$ cat src/rtl/mem_bus_master.sv
// Memory-stage bus initiator: one load/store at a time over a req/ack word bus.
// Checks alignment, lane-replicates store data, extends load data and stalls
// the pipeline until the access completes, fails alignment or times out.
//
// state  | meaning
// IDLE   | waiting for mem_valid; latches the access when it arrives
// REQ    | bus_req held with latched addr/be/wdata/we until bus_ack or timeout
// DONE   | one-cycle done pulse with rdata and error flags
module mem_bus_master #(
    parameter int TIMEOUT = 256,
    parameter int CNT_W   = 9
) (
    input  logic        clk,
    input  logic        reset,
    input  logic        mem_valid,
    input  logic        mem_we,
    input  logic [2:0]  mem_type,
    input  logic [31:0] mem_addr,
    input  logic [31:0] mem_wdata,
    output logic        stall,
    output logic        done,
    output logic [31:0] rdata,
    output logic        err_align,
    output logic        err_timeout,
    output logic        bus_req,
    output logic        bus_we,
    output logic [31:0] bus_addr,
    output logic [3:0]  bus_be,
    output logic [31:0] bus_wdata,
    input  logic        bus_ack,
    input  logic [31:0] bus_rdata
);

    localparam logic [2:0] T_H  = 3'b001;
    localparam logic [2:0] T_HU = 3'b010;
    localparam logic [2:0] T_B  = 3'b011;
    localparam logic [2:0] T_BU = 3'b100;
    localparam logic [CNT_W-1:0] CNT_LAST = CNT_W'(TIMEOUT - 1);

    typedef enum logic [1:0] {S_IDLE, S_REQ, S_DONE} state_t;

    state_t            state_q, state_d;
    logic [CNT_W-1:0]  cnt_q, cnt_d;
    logic              we_q, we_d;
    logic [2:0]        type_q, type_d;
    logic [1:0]        off_q, off_d;
    logic              done_q, done_d;
    logic [31:0]       rdata_q, rdata_d;
    logic              err_align_q, err_align_d;
    logic              err_timeout_q, err_timeout_d;
    logic              bus_req_q, bus_req_d;
    logic              bus_we_q, bus_we_d;
    logic [31:0]       bus_addr_q, bus_addr_d;
    logic [3:0]        bus_be_q, bus_be_d;
    logic [31:0]       bus_wdata_q, bus_wdata_d;

    function automatic logic [3:0] calc_be(input logic [2:0] t, input logic [1:0] off);
        case (t)
            T_H, T_HU: calc_be = off[1] ? 4'b1100 : 4'b0011;
            T_B, T_BU: calc_be = 4'b0001 << off;
            default:   calc_be = 4'b1111;
        endcase
    endfunction

    function automatic logic [31:0] calc_wdata(input logic [2:0] t, input logic [31:0] w);
        case (t)
            T_H, T_HU: calc_wdata = {w[15:0], w[15:0]};
            T_B, T_BU: calc_wdata = {4{w[7:0]}};
            default:   calc_wdata = w;
        endcase
    endfunction

    function automatic logic [31:0] extract(input logic [2:0] t, input logic [1:0] off,
                                            input logic [31:0] w);
        logic [15:0] h;
        logic [7:0]  b;
        h = off[1] ? w[31:16] : w[15:0];
        b = w[{off, 3'b000} +: 8];
        case (t)
            T_H:     extract = {{16{h[15]}}, h};
            T_HU:    extract = {16'h0000, h};
            T_B:     extract = {{24{b[7]}}, b};
            T_BU:    extract = {24'h000000, b};
            default: extract = w;
        endcase
    endfunction

    function automatic logic misaligned(input logic [2:0] t, input logic [1:0] off);
        case (t)
            T_H, T_HU: misaligned = off[0];
            T_B, T_BU: misaligned = 1'b0;
            default:   misaligned = (off != 2'b00);
        endcase
    endfunction

    // Next-state and next-output computation for the access sequencer.
    always_comb begin
        state_d       = state_q;
        cnt_d         = cnt_q;
        we_d          = we_q;
        type_d        = type_q;
        off_d         = off_q;
        done_d        = 1'b0;
        rdata_d       = rdata_q;
        err_align_d   = 1'b0;
        err_timeout_d = 1'b0;
        bus_req_d     = bus_req_q;
        bus_we_d      = bus_we_q;
        bus_addr_d    = bus_addr_q;
        bus_be_d      = bus_be_q;
        bus_wdata_d   = bus_wdata_q;
        case (state_q)
            S_IDLE: begin
                if (mem_valid) begin
                    we_d   = mem_we;
                    type_d = mem_type;
                    off_d  = mem_addr[1:0];
                    cnt_d  = '0;
                    if (misaligned(mem_type, mem_addr[1:0])) begin
                        state_d     = S_DONE;
                        done_d      = 1'b1;
                        err_align_d = 1'b1;
                        rdata_d     = '0;
                    end else begin
                        state_d     = S_REQ;
                        bus_req_d   = 1'b1;
                        bus_we_d    = mem_we;
                        bus_addr_d  = {mem_addr[31:2], 2'b00};
                        bus_be_d    = calc_be(mem_type, mem_addr[1:0]);
                        bus_wdata_d = calc_wdata(mem_type, mem_wdata);
                    end
                end
            end
            S_REQ: begin
                if (bus_ack || cnt_q == CNT_LAST) begin
                    state_d       = S_DONE;
                    done_d        = 1'b1;
                    err_timeout_d = !bus_ack;
                    rdata_d       = (bus_ack && !we_q) ? extract(type_q, off_q, bus_rdata) : '0;
                    bus_req_d     = 1'b0;
                    bus_we_d      = 1'b0;
                    bus_addr_d    = '0;
                    bus_be_d      = '0;
                    bus_wdata_d   = '0;
                end else begin
                    cnt_d = cnt_q + 1'b1;
                end
            end
            default: begin
                state_d = S_IDLE;
                cnt_d   = '0;
            end
        endcase
    end

    // Register all state and outputs; reset drops any access in flight.
    always_ff @(posedge clk) begin
        if (reset) begin
            state_q       <= S_IDLE;
            cnt_q         <= '0;
            we_q          <= 1'b0;
            type_q        <= '0;
            off_q         <= '0;
            done_q        <= 1'b0;
            rdata_q       <= '0;
            err_align_q   <= 1'b0;
            err_timeout_q <= 1'b0;
            bus_req_q     <= 1'b0;
            bus_we_q      <= 1'b0;
            bus_addr_q    <= '0;
            bus_be_q      <= '0;
            bus_wdata_q   <= '0;
        end else begin
            state_q       <= state_d;
            cnt_q         <= cnt_d;
            we_q          <= we_d;
            type_q        <= type_d;
            off_q         <= off_d;
            done_q        <= done_d;
            rdata_q       <= rdata_d;
            err_align_q   <= err_align_d;
            err_timeout_q <= err_timeout_d;
            bus_req_q     <= bus_req_d;
            bus_we_q      <= bus_we_d;
            bus_addr_q    <= bus_addr_d;
            bus_be_q      <= bus_be_d;
            bus_wdata_q   <= bus_wdata_d;
        end
    end

    // Stall covers the arrival cycle in IDLE and every REQ cycle.
    always_comb begin
        stall = ((state_q == S_IDLE) && mem_valid) || (state_q == S_REQ);
    end

    assign done        = done_q;
    assign rdata       = rdata_q;
    assign err_align   = err_align_q;
    assign err_timeout = err_timeout_q;
    assign bus_req     = bus_req_q;
    assign bus_we      = bus_we_q;
    assign bus_addr    = bus_addr_q;
    assign bus_be      = bus_be_q;
    assign bus_wdata   = bus_wdata_q;

endmodule

$ cat config.mk
export PLATFORM = sky130hd
export DESIGN_NAME = mem_bus_master
export DESIGN_NICKNAME = d
export VERILOG_FILES = /design/src/rtl/mem_bus_master.sv
export SDC_FILE = /design/constraint.sdc
export NUM_CORES = 1
export LEC_CHECK = 0
export ABC_AREA = 1
export BUFFER_PORTS_ARGS = -buffer_cell sky130_fd_sc_hd__clkbuf_2
export CORE_ASPECT_RATIO = 0.9
export CORE_UTILIZATION = 41
export CTS_BUF_LIST = sky130_fd_sc_hd__clkbuf_8
export DETAILED_ROUTE_END_ITERATION = 10
export PLACE_DENSITY = 0.68
export SYNTH_ARGS = -nofsm -noshare
export SYNTH_HDL_FRONTEND = slang
export SYNTH_SLANG_ARGS = --single-unit
$ cat constraint.sdc
create_clock -name clk -period 6.2 [get_ports clk]
set_input_delay 1.86 -clock clk [delete_from_list [all_inputs] [get_ports clk]]
set_output_delay 1.86 -clock clk [all_outputs]
set_load 0.01 [all_outputs]
==> After elaboration in Yosys (flattened, before gate mapping) <==
Cells that the tools add are included.
Widths: inputs -> output; s select.
{ "word_totals": {"register_bits": 122, "inputBits": 104, "output_inout_bits": 106} }
{ "op_classes": {"add_sub_neg": 1, "n_eq_ne": 15, "shift": 2, "muxes": 42, "bitwise_logic": 3, "n_reduce_logical": 18} }
{ "op_table": {"columns": ["op", "count"], "rows": [
  ["$mux 32", 9],
  ["$pmux 32 s2", 4],
  ["$pmux 32 s4", 1],
  ["$shiftx 32x6->8", 1],
  ["$mux 9", 2],
  ["$pmux 9 s2", 1],
  ["$mux 16", 1],
  ["$mux 4", 4],
  ["$pmux 4 s2", 2],
  ["$eq 3x2->1 const B", 4],
  ["$mux 1", 10],
  ["$ne 2x2->1 const B", 5],
  ["$add 9x1->9 const B", 1],
  ["$eq 9x8->1 const B", 1],
  ["$pmux 1 s2", 4],
  ["$reduce_and 4->1", 2],
  ["$eq 3x1->1 const B", 2],
  ["$eq 3x3->1 const B", 2],
  ["$mux 2", 3],
  ["$reduce_and 2->1", 3],
  ["$reduce_or 2->1", 3],
  ["$pmux 2 s2", 1],
  ["$reduce_bool 2->1", 2],
  ["$shl 1x2->4 const A", 1],
  ["7 further kinds", 12]
]} }

==> Longest topological paths before layout <==
{ "logic_depth": {"ltp_word": 8, "depth_mapped": 16, "depth_no_buf": 15} }

==> Worst setup path before layout <==
Ideal clock, no wire load.
{ "synth_path": {"path_type": "input to output", "startpoint": "input mem_valid", "endpoint": "output stall", "t_arrival_ps": 2367, "required_ps": 4340, "slack_ps": 1973, "stages": 3, "path_buffers": 1, "path_cell_list": "nand2_1 clkbuf_1 nand2_1"} }
{ "synth_between": {"elab_chain_len": 2} }
{ "synth_rtl": {"columns": ["element", "line_no", "text"], "rows": [
  ["from (decl)", "15", "input logic mem_valid,"],
  ["$logic_and 1x1->1", "193", "stall = ((state_q == S_IDLE) && mem_valid) || (state_q == S_REQ);"],
  ["$logic_or 1x1->1", "193", null],
  ["to (decl)", "20", "output logic stall,"]
]} }
No other way between the ends.

==> Worst setup path after layout <==
Same ends and word-level chain as after synthesis.

==> impl_metrics.toml <==
[global_route]
overflow = 0
antenna_found_initial = 0
grt_pass1_vias = 5543
grt_max_degree = 98
track_usage_pct = 23.2
grt_pass1_wl_mm = 27.2

[yosys]
synth-edff-count = 0
yosys_warnings = 0
ys_seq_elements = 120
yosysTopAreaCell = "dfxtp_1"
synth_top_flop_cell = "dfxtp_1"
synth.yosys.seq_area_share_pct = 40.2
yosysTopAreaCellShare_pct = 40.2
synth_area_leaders = "dfxtp_1 40%, nand2_1 15%, a21oi_1 11%"
syn_area_um2 = 5970
async_reset_ff_share_pct = 0
ys_types = 32
post_synth.cell_area_avg_um2 = 6.85
netlist_instances = 872

[place]
portBuffers = 207
postPlaceCellArea_um2 = 6950
hpwl_mm = 11.9
finalWeightedCongestion = 0.907

[power]
p_leak_nw = 3.43
p_sw_mw = 0.713
combPwrFrac_pct = 24.8
powerDensity_nw_per_um2 = 293
swShare_pct = 33.1
ir_drop_mv = 0.211
total_power_mw = 2.16
power.share.sequential_pct = 40.8
internal-power_mw = 1.44
clkPwrFrac_pct = 34.4

[timing]
hold_viol_final = 0
worst_pin_slew_ns = 1.06
fmax_mhz = 228
fin_crit_sh_pct = 70.7
slew_headroom_pct = 29.4
fin_worst_skew_ns = 0.0119
rsz0062_at_grt = "no"
setup_tns_ns = 0
maxSlewViolCount = 0
finalSetupViolCount = 0
period_minus_slack_ns = 4.38

[job]
drv_cap = 0

[outcome]
outcome = "finished, final reports clean"

[route]
drc = 0
antenna_left = 0
drtIter0Drc = 318
finalWirelength_mm = 17.2
first_pass_iters = 5
wl_per_cell_um = 13.8
vias = 6247
drt-vias-per-instance = 5.01

[setup_path]
cp_max_fo = 14
rr_startpoint = "type_q[2]"
setup.worst_path.class = "primary input to output pin"
cp-end-kind = "output pin"
cp-start-kind = "primary input"
worstPathArrival_ns = 2.52
cp-startpoint = "mem_valid"
crit_required_ns = 4.34

[floorplanning]
die_x_um = 129
floorplan.initialDensity_pct = 42.3
rows = 41
io_pins = 210
die_area_um2 = 15100
core-area_um2 = 14100
die_y_um = 117

[clocking]
clock_path_buffers = 2
clk_pin_slew_worst_paths_ns = 0.06
clock_latency_ns = 0.44
cts.hold.buffers_added = 0
numClockSinks = 120
htreeDepth = 4
cts_tree = "yes"
cts_setup_buffers = 0
cts_resized = 0
cts_root_buffer = "clkbuf_8"
cts_buffers = 17

[finish]
regArea_um2 = 2400
synthToLayoutAreaGrowth_pct = 23.3
layout.nets = 1150
drive_gt1_share_pct = 25.8
fillers = 1453
diodes = 0
multiInputGateArea_um2 = 2960
final_cell_area_um2 = 7360

[hold_path]
min_from = "rdata[11]"
hp-class = "flop to flop"
## layout by cell type, fill, tap and decap left out, types with 3 or more instances in the layout
cell,count
nand3_1,56
clkinv_2,3
inv_2,10
nor2_1,70
dfxtp_1,120
bufinv_16,3
nand4_1,46
nor2_4,3
clkbuf_8,21
inv_1,69
nor3_1,5
o21ai_0,26
nand2_4,8
nand2_2,5
clkbuf_2,206
o211ai_1,14
nand2_1,239
a21oi_1,130
## cells by family (layout without fill, tap and decap cells)
| group | after synthesis | in the layout | share of synthesized area, % |
|---|---|---|---|
| fa+ha+maj | 2 | 2 | 0.419 |
| other cells | 1 | 2 | 0.0628 |
| simple gates | 441 | 441 | 33.9 |
| flops | 120 | 120 | 40.2 |
| buf+inv | 135 | 317 | 10.2 |
| compound gates | 173 | 173 | 15.2 |
## flip-flops by register name, indices dropped and copies added (netlist names), 2 cells and up
signal and cells:
off_q 2, bus_addr 30, bus_wdata 32, cnt_q 9, rdata 32, type_q 3, state_q 2, bus_be 4
## layer usage
metal | part of all wire [%] | track usage (%) | wire length (um) | vias up
met2 | 45 | 36.8 | 7760 | 245
met5 | 0 | 0 | 0 | -
met1 | 45 | 30.1 | 7670 | 2789
met3 | 9.0 | 7.38 | 1560 | 15
li1 | - | - | - | 3198
met4 | 1.2 | 7.37 | 207 | 0
## cell type report
class / instances / area share [%]
clock buffers: 21 / 3.93
clock inverters: 9 / 1.68
inverters: 79 / 4.03
multi-input cells: 618 / 40.2
flip-flops and latches: 120 / 32.6
well taps: 193 / 3.28
repair buffers: 208 / 14.2
## power groups by stage
| stage | clock (mW) | sequential [mW] | combinational [mW] |
|---|---|---|---|
| after floorplan | 0 | 0.917 | 0.366 |
| after global placement | 0 | 0.896 | 0.536 |
| after detailed placement | 0 | 0.896 | 0.538 |
| after CTS | 0.758 | 0.880 | 0.540 |
| after global routing | 0.788 | 0.888 | 0.606 |
| final | 0.742 | 0.880 | 0.536 |
## worst paths after layout
| kind | end | slack (ns) | cells after the start |
|---|---|---|---|
| max | stall | 1.82 | 4 |
| min | rdata[11] | 0.46 | 2 |
| max reg2reg | rdata[21] | 3.41 | 8 |
| min reg2reg | rdata[11] | 0.46 | 2 |
## through the flow
step / worst slack (ns) / util, % / hold slack (ns) / std cells
detailed placement: 1.82 / 49.3 / 0.453 / 1218
finish: 1.82 / 52.2 / 0.462 / 1248
global placement: 1.84 / 49.3 / 0.449 / 1218
global route: 1.74 / 52.2 / 0.479 / 1248
CTS: 1.82 / 52.2 / 0.463 / 1248
floorplan: 1.97 / - / 0.438 / 873
## cell usage after synthesis (2+ instances only)
cell and n:
nand2_1 239, a21oi_1 130, dfxtp_1 120, nor2_1 70, inv_1 68, nand3_1 56
nand4_1 46, o21ai_0 26, clkbuf_1 20, buf_2 18, o211ai_1 14, buf_4 10
inv_2 10, nand2_4 8, buf_6 6, nand2_2 5, nor3_1 5, nor2_4 3
buf_1 2, ha_1 2, nand3_4 2, nor2_2 2
## critical path, stage by stage
cell      delay (ns)
clkbuf_2        0.10
nand2_1         0.25
nand2_1         0.16
clkbuf_2        0.14
No activity file was read; power rests on OpenSTA's default activity.
